--- config.mk ---
export PLATFORM = sky130hd
export DESIGN_NAME = red_pitaya_dac_slew
export DESIGN_NICKNAME = d
export VERILOG_FILES = /design/src/rtl/red_pitaya_dac_pkg.sv /design/src/rtl/red_pitaya_tick_div.sv /design/src/rtl/red_pitaya_dac_slew.sv
export SDC_FILE = /design/constraint.sdc
export NUM_CORES = 1
export LEC_CHECK = 0
export BUFFER_PORTS_ARGS = -buffer_cell sky130_fd_sc_hd__buf_2
export CAP_MARGIN = 20
export CORE_ASPECT_RATIO = 1.1
export CORE_MARGIN = 3
export CORE_UTILIZATION = 60
export DETAILED_ROUTE_END_ITERATION = 6
export PLACE_DENSITY = 0.92
export SETUP_SLACK_MARGIN = 0.05
export SYNTH_ARGS = -nofsm -noshare
export SYNTH_HDL_FRONTEND = slang
export SYNTH_SLANG_ARGS = --single-unit
--- constraint.sdc ---
create_clock -name dac_clk_i -period 11.2 [get_ports dac_clk_i]
set_clock_uncertainty 0.1 [all_clocks]
set_input_delay 0.56 -clock dac_clk_i [delete_from_list [all_inputs] [get_ports dac_clk_i]]
set_output_delay 0.56 -clock dac_clk_i [all_outputs]
set_load 0.1 [all_outputs]
--- src/rtl/red_pitaya_dac_pkg.sv ---
// red_pitaya_dac_pkg: shared widths and FSM state encodings for the DAC slew limiter
package red_pitaya_dac_pkg;
  localparam int DW_DEF = 14;
  localparam int DIV_W_DEF = 16;
  localparam logic [1:0] ST_OFF = 2'd0;
  localparam logic [1:0] ST_UP = 2'd1;
  localparam logic [1:0] ST_TRACK = 2'd2;
  localparam logic [1:0] ST_DOWN = 2'd3;
endpackage

--- src/rtl/red_pitaya_tick_div.sv ---
// red_pitaya_tick_div: tick every period+1 clocks, restartable by clr
module red_pitaya_tick_div #(
  parameter int DIV_W = red_pitaya_dac_pkg::DIV_W_DEF
) (
  input  logic             dac_clk_i,
  input  logic             dac_rst_i,
  input  logic             clr,
  input  logic [DIV_W-1:0] period,
  output logic             tick
);
  logic [DIV_W-1:0] cnt;
  assign tick = cnt >= period;
  // count clocks between ticks, restarting on clear or after each tick
  always_ff @(posedge dac_clk_i or posedge dac_rst_i)
    if (dac_rst_i) cnt <= '0;
    else cnt <= (clr || tick) ? '0 : cnt + DIV_W'(1);
endmodule

--- src/rtl/red_pitaya_dac_slew.sv ---
// red_pitaya_dac_slew: slew-rate limited ramp-up/ramp-down of the DAC sample on enable changes
module red_pitaya_dac_slew
  import red_pitaya_dac_pkg::*;
#(
  parameter int DW = DW_DEF,
  parameter int DIV_W = DIV_W_DEF
) (
  input  logic                 dac_clk_i,
  input  logic                 dac_rst_i,
  input  logic signed [DW-1:0] dat_i,
  input  logic                 en_i,
  input  logic        [DW-1:0] set_slew_i,
  input  logic     [DIV_W-1:0] set_div_i,
  output logic signed [DW-1:0] dac_o,
  output logic                 busy_o,
  output logic           [1:0] state_o
);
  localparam logic signed [DW:0] SMAX = {2'b00, {(DW-1){1'b1}}};
  localparam logic signed [DW:0] SMIN = ~SMAX;
  logic [1:0] state, st_nx;
  logic tick, near, mv, clr;
  logic signed [DW-1:0] tgt, sat;
  logic signed [DW:0] diff, step;
  logic [DW:0] mag;
  assign tgt = state == ST_DOWN ? '0 : dat_i;
  assign diff = {tgt[DW-1], tgt} - {dac_o[DW-1], dac_o};
  assign mag = diff[DW] ? -diff : diff;
  assign near = set_slew_i == '0 || mag <= {1'b0, set_slew_i};
  assign step = diff[DW] ? {dac_o[DW-1], dac_o} - {1'b0, set_slew_i} : {dac_o[DW-1], dac_o} + {1'b0, set_slew_i};
  assign sat = step > SMAX ? SMAX[DW-1:0] : step < SMIN ? SMIN[DW-1:0] : step[DW-1:0];
  assign mv = tick && ((state == ST_UP && en_i) || (state == ST_DOWN && !en_i));
  assign st_nx = state == ST_OFF   ? (en_i ? ST_UP : ST_OFF) :
                 state == ST_UP    ? (!en_i ? ST_DOWN : (tick && near) ? ST_TRACK : ST_UP) :
                 state == ST_TRACK ? (en_i ? ST_TRACK : ST_DOWN) :
                                     (en_i ? ST_UP : (tick && near) ? ST_OFF : ST_DOWN);
  assign clr = st_nx != state;
  assign busy_o = state == ST_UP || state == ST_DOWN;
  assign state_o = state;
  red_pitaya_tick_div #(.DIV_W(DIV_W)) u_div (
    .dac_clk_i(dac_clk_i),
    .dac_rst_i(dac_rst_i),
    .clr(clr),
    .period(set_div_i),
    .tick(tick)
  );
  // FSM and output sample: follow input in TRACK, step toward the target on ramp ticks
  always_ff @(posedge dac_clk_i or posedge dac_rst_i)
    if (dac_rst_i) begin
      state <= ST_OFF;
      dac_o <= '0;
    end else begin
      state <= st_nx;
      if (state == ST_TRACK && en_i) dac_o <= dat_i;
      else if (mv) dac_o <= near ? tgt : sat;
    end
endmodule
### After elaboration in Yosys (flattened, before gate mapping)

Index checks and enable logic that the tools add are counted.

| cells by class | value |
|---|---|
| add/subtract/negate cells | 5 |
| order comparisons | 4 |
| equal/unequal tests | 4 |
| mux-type cells | 18 |
| reductions and logical operators | 13 |

Operator list:

| operator | count |
|---|---|
| $mux 14 | 6 |
| $mux 15 | 2 |
| $add 16x1->16 const B | 1 |
| $ge 16x16->1 | 1 |
| $mux 16 | 1 |
| $add 15x14->15 | 1 |
| $gt 15x14->1 const B | 1 |
| $le 15x14->1 | 1 |
| $lt 15x14->1 const B | 1 |
| $neg 15->15 | 1 |
| $sub 14x14->15 | 1 |
| $sub 15x14->15 | 1 |
| $logic_not 14->1 | 1 |
| $mux 2 | 7 |
| $logic_and 1x1->1 | 5 |
| $eq 2x2->1 const B | 2 |
| $logic_or 1x1->1 | 4 |
| $eq 2x1->1 const B | 1 |
| $logic_not 2->1 | 1 |
| $mux 1 | 2 |
| $ne 2x2->1 | 1 |
| $reduce_bool 2->1 | 1 |
| $logic_not 1->1 | 1 |

| word-level totals | value |
|---|---|
| bits in registers | 32 |
| input port bits | 47 |
| output and inout port bits | 17 |
| word-level logic and storage cells | 47 |

### Longest topological paths before layout

| logic depth | value |
|---|---|
| depth in word-level cells | 16 |
| mapped depth | 29 |
| depth with buffers taken out | 26 |

### Modules after synthesis

Synthesis repeated with hierarchy kept, for this count alone.

| unflattened totals | value |
|---|---|
| cells, all modules | 608 |
| area total of the unflattened synthesis | 4785.8 um2 |

Modules (own cells, without submodules):

| module | instances | cells an instance | area an instance (um2) |
|---|---|---|---|
| red_pitaya_dac_slew | 1 | 476 | 3587.2 |
| red_pitaya_tick_div | 1 | 132 | 1198.6 |

### Least setup slack after synthesis

OpenSTA, ideal clock, no wires.

| path | value |
|---|---|
| kind | reg-to-reg |
| start | register state[0], in the netlist state_o[0] |
| end | register dac_o[0] |
| setup time | 0.072 ns |
| arrival | 5.967 ns |
| required time | 11.028 ns |
| path slack | 5.061 ns |
| cell stages (with the launch flop) | 27 |
| path buffers | 5 |
| cells stage by stage | dfrtp_1 -> clkbuf_1 -> nand2_1 -> clkbuf_1 -> nand2_1 -> inv_1 -> ha_1 -> o21ai_0 -> o21a_1 -> o31ai_4 -> o2111ai_1 -> a21oi_1 -> clkbuf_1 -> clkbuf_1 -> o31ai_1 -> xnor2_1 -> ha_1 -> a21o_1 -> a21o_1 -> a21o_1 -> a21o_1 -> a211o_1 -> a21oi_2 -> nor2_2 -> buf_6 -> a221o_1 -> nand3_1 |

| on the way | value |
|---|---|
| cells in the longest elaborated chain, start to end | 10 |
| elaborated cells on any way between the ends | 23 |
| those cells by class | add/sub: 2; order compare: 3; eq/ne: 3; mux: 8; reduce/logical: 7 |

Ends and longest elaborated chain:

| item | line | text |
|---|---|---|
| start: declaration | red_pitaya_dac_slew.sv:20 | `logic [1:0] state, st_nx;` |
| start signal: assignment | red_pitaya_dac_slew.sv:52 | `state <= st_nx;` |
| $eq 2x2->1 | red_pitaya_dac_slew.sv:25, red_pitaya_dac_slew.sv:31 |  |
| $mux 14 | red_pitaya_dac_slew.sv:25 | `assign tgt = state == ST_DOWN ? '0 : dat_i;` |
| $sub 14x14->15 | red_pitaya_dac_slew.sv:26 | `assign diff = {tgt[DW-1], tgt} - {dac_o[DW-1], dac_o};` |
| $neg 15->15 or $mux 15 (tied branches) | red_pitaya_dac_slew.sv:27, red_pitaya_dac_slew.sv:29 |  |
| $mux 15 or $lt 15x14->1 (tied branches) | red_pitaya_dac_slew.sv:27, red_pitaya_dac_slew.sv:30 |  |
| $le 15x14->1 or $mux 14 (tied branches) | red_pitaya_dac_slew.sv:28, red_pitaya_dac_slew.sv:30 |  |
| $logic_or 1x1->1 or $mux 14 (tied branches) | red_pitaya_dac_slew.sv:28, red_pitaya_dac_slew.sv:30 |  |
| $mux 14 (2 in series) | red_pitaya_dac_slew.sv:54 | `else if (mv) dac_o <= near ? tgt : sat;` |
| $mux 14 | red_pitaya_dac_slew.sv:53 | `if (state == ST_TRACK && en_i) dac_o <= dat_i;` |
| end signal: assignment | red_pitaya_dac_slew.sv:53 |  |
| end signal: assignment | red_pitaya_dac_slew.sv:54 |  |
| end: declaration | red_pitaya_dac_slew.sv:14 | `output logic signed [DW-1:0] dac_o,` |

Parallel ways exist; a longest one is shown, timed or not. The select of a mux whose other input is x is not followed.
A chain may end at the register's enable or synchronous reset.

### Final worst setup path

| path | value |
|---|---|
| start | register state[0], in the netlist state_o[0] |
| end | register dac_o[11] |

Same word-level chain as after synthesis.

==> impl_metrics.toml <==
[synth]
synth_top_family_by_area = "simple AND/OR/NAND/NOR gates"
ys_seq_area_share_pct = 17.70
synth_ff_type = "dfrtp_1"
netlist_area_mm2 = 0.004523
synthDistinctLibCells = 61
synthMuxAreaShare_pct = 0.4703
synthTopCellsByCount = "63 x inv_1, 63 x nand2_1, 62 x ha_1"
syn_nets = 705
yosysTopAreaCell = "dfrtp_1"
netlist.area_leader.share_pct = 17.70
synthArstFlopShare_pct = 100.0
synth_fa_ha_area_share_pct = 18.04
yosysWarningCount = 0
synthSimpleGateAreaFrac_pct = 23.96
synth_seq_cells = 32
synth_top_cells_by_area = "dfrtp_1 18%, ha_1 17%, xnor2_1 7.2%"
synth_area_per_cell_um2 = 7.615
synth_compound_area_share_pct = 22.30
synthXorXnorAreaFrac_pct = 10.46
synth_edf_count = 0
synth_cells = 594

[clocking]
cts_buffer_depth = 2
ctsResizeCount = 0
clk_latency_ps = 280
numCtsBuffers = 5
cts_tree = "yes"
cts_root_buf = "clkbuf_8"
cts.sinks = 32
cts_hold_buf = 0
path_clk_slew_ps = 60
cts_setup_buffers = 0
cts_max_level = 2

[placement]
io_buffer_count = 63
hpwl_um = 9383
placed_cell_area_mm2 = 0.004883
place_congestion = 0.9248

[critical_path]
rr_worst_depth = 26
r2r-start = "state_o[0]"
start_kind = "flip-flop"
required_ps = 11250
r2r_slack_ps = 5020
cp_slowest_stage_delay_ps = 500
critPathKind = "flip-flop to flip-flop"
cp.arrival_ps = 6230
r2r_end = "dac_o[11]"
cpMaxStageDelayCell = "nor2_2"
critPathMaxFanout = 17
end_kind = "flip-flop"

[final_layout]
final_core_util_pct = 69.48
final_area_mm2 = 0.004980
layout.nets = 760
drive_gt1_share_pct = 13.10
area_growth_pct = 10.10
diodes = 0

[timing]
worstMarginPinSlew_ps = 1044
fin_crit_sh_pct = 55.18
clock.fmax_mhz = 161.8
min_period_ps = 6180
setup_violations = 0
relSlewSlack_pct = 29.94
grt_setup_unrepaired = "false"
tns_ps = 0
hold-worst-slack_ps = 238.3
hold_viol = 0
slew_violations = 0

[floorplan]
start_util_pct = 63.11
die_w_um = 88.79
die_h_um = 97.06
row_count = 32
io_pins = 64
core-area_mm2 = 0.007167
dieArea_mm2 = 0.008617

[routing]
dr.pass1.iters = 6
drtIter0Drc = 373
wirelength_um = 11370
via_per_inst = 6.084
ant_nets = 0
num_vias = 4466
drc_errors = 0
post_drt_wl_per_cell_um = 15.49

[global_route]
grt_use_total_pct = 26.29
grt_pass1_vias = 4375
antenna_found_initial = 0
grt_max_degree = 33
grt_pass1_wl_um = 18860
grt-ovfl-total = 0

[min_path]
hp-class = "input port to asynchronous set/reset pin"

[flow_run]
maxCapViolations = 0

[run_status]
status = "finished, final reports clean"
## area by class of cell
class	count	area [um2]
Clock buffer	7	96.34
Tap cell	85	106.4
Inverter	63	236.5
Timing Repair Buffer	66	337.8
Fill cell	595	2187
Sequential cell	32	800.8
Multi-Input combinational cell	481	3402
## per-stage QoR
step	setup WS, ps	instances
2_1_floorplan	5061	594
3_3_place_gp	5355	727
3_5_place_dp	5134	727
4_1_cts	5119	734
5_1_grt	4455	734
6_report	5020	734
## layer usage
| metal | GRT usage (%) | vias up | wire length, um |
|---|---|---|---|
| met5 | 0 | - | 0 |
| met4 | 9.070 | 0 | 256 |
| met3 | 2.120 | 26 | 646 |
| met2 | 47.03 | 188 | 5711 |
| met1 | 32.13 | 2051 | 4756 |
| li1 | - | 2201 | - |
## critical path: cells and delay by family (launching register included)
kind	cells	cell delay, ps
xor+xnor	2	280
buf+inv	1	60
simple gates	12	2780
flops	1	480
fa+ha+maj	3	920
compound gates	8	1430
## sequential cells by signal (all words and copies together), names as in the netlist
name / flops
state_o: 2
dac_o: 14
u_div.cnt: 16
## worst max-delay path by stage
stage               startpoint         to  slack, ps  cells after the start
finish              state_o[0]  dac_o[11]       5020                     26
global route        state_o[0]   dac_o[7]       4450                     26
CTS                 state_o[0]  dac_o[11]       5120                     26
detailed placement  state_o[0]  dac_o[11]       5130                     26
global placement    state_o[0]  dac_o[11]       5360                     26
floorplan           state_o[0]   dac_o[0]       5060                     26
## cells by family (layout without fill, tap and decap cells)
| family | count (synthesis) | after routing |
|---|---|---|
| flops | 32 | 32 |
| xor+xnor | 54 | 54 |
| compound gates | 138 | 138 |
| mux | 2 | 2 |
| fa+ha+maj | 64 | 64 |
| simple gates | 223 | 223 |
| buf+inv | 81 | 136 |
## cells in the final DEF (no fill, tap or decap), types with 3 or more instances in the layout
cell type	netlist	layout
nor3_1	13	13
a211oi_1	4	4
dfrtp_1	32	32
a211o_1	3	3
clkbuf_8	0	7
nand2_1	63	63
or2_2	4	4
nand3b_1	3	3
a221o_1	12	12
o21a_1	12	12
xnor2_1	37	37
ha_1	62	62
nor3b_1	3	3
nand3_1	41	41
buf_4	0	3
a21oi_1	29	29
buf_2	1	63
inv_1	63	63
o211ai_1	6	6
nand2b_1	14	14
nor4_1	4	4
a31oi_1	4	4
o21ai_0	18	18
xor2_1	17	17
and3_1	5	5
o31ai_1	6	6
nor2b_1	9	9
nor2_1	47	47
and4_1	3	3
a21o_1	19	19
nand4_1	4	4
Power is not shown: default switching activity piles up to over one toggle a cycle in this logic, so the estimate is an artifact.
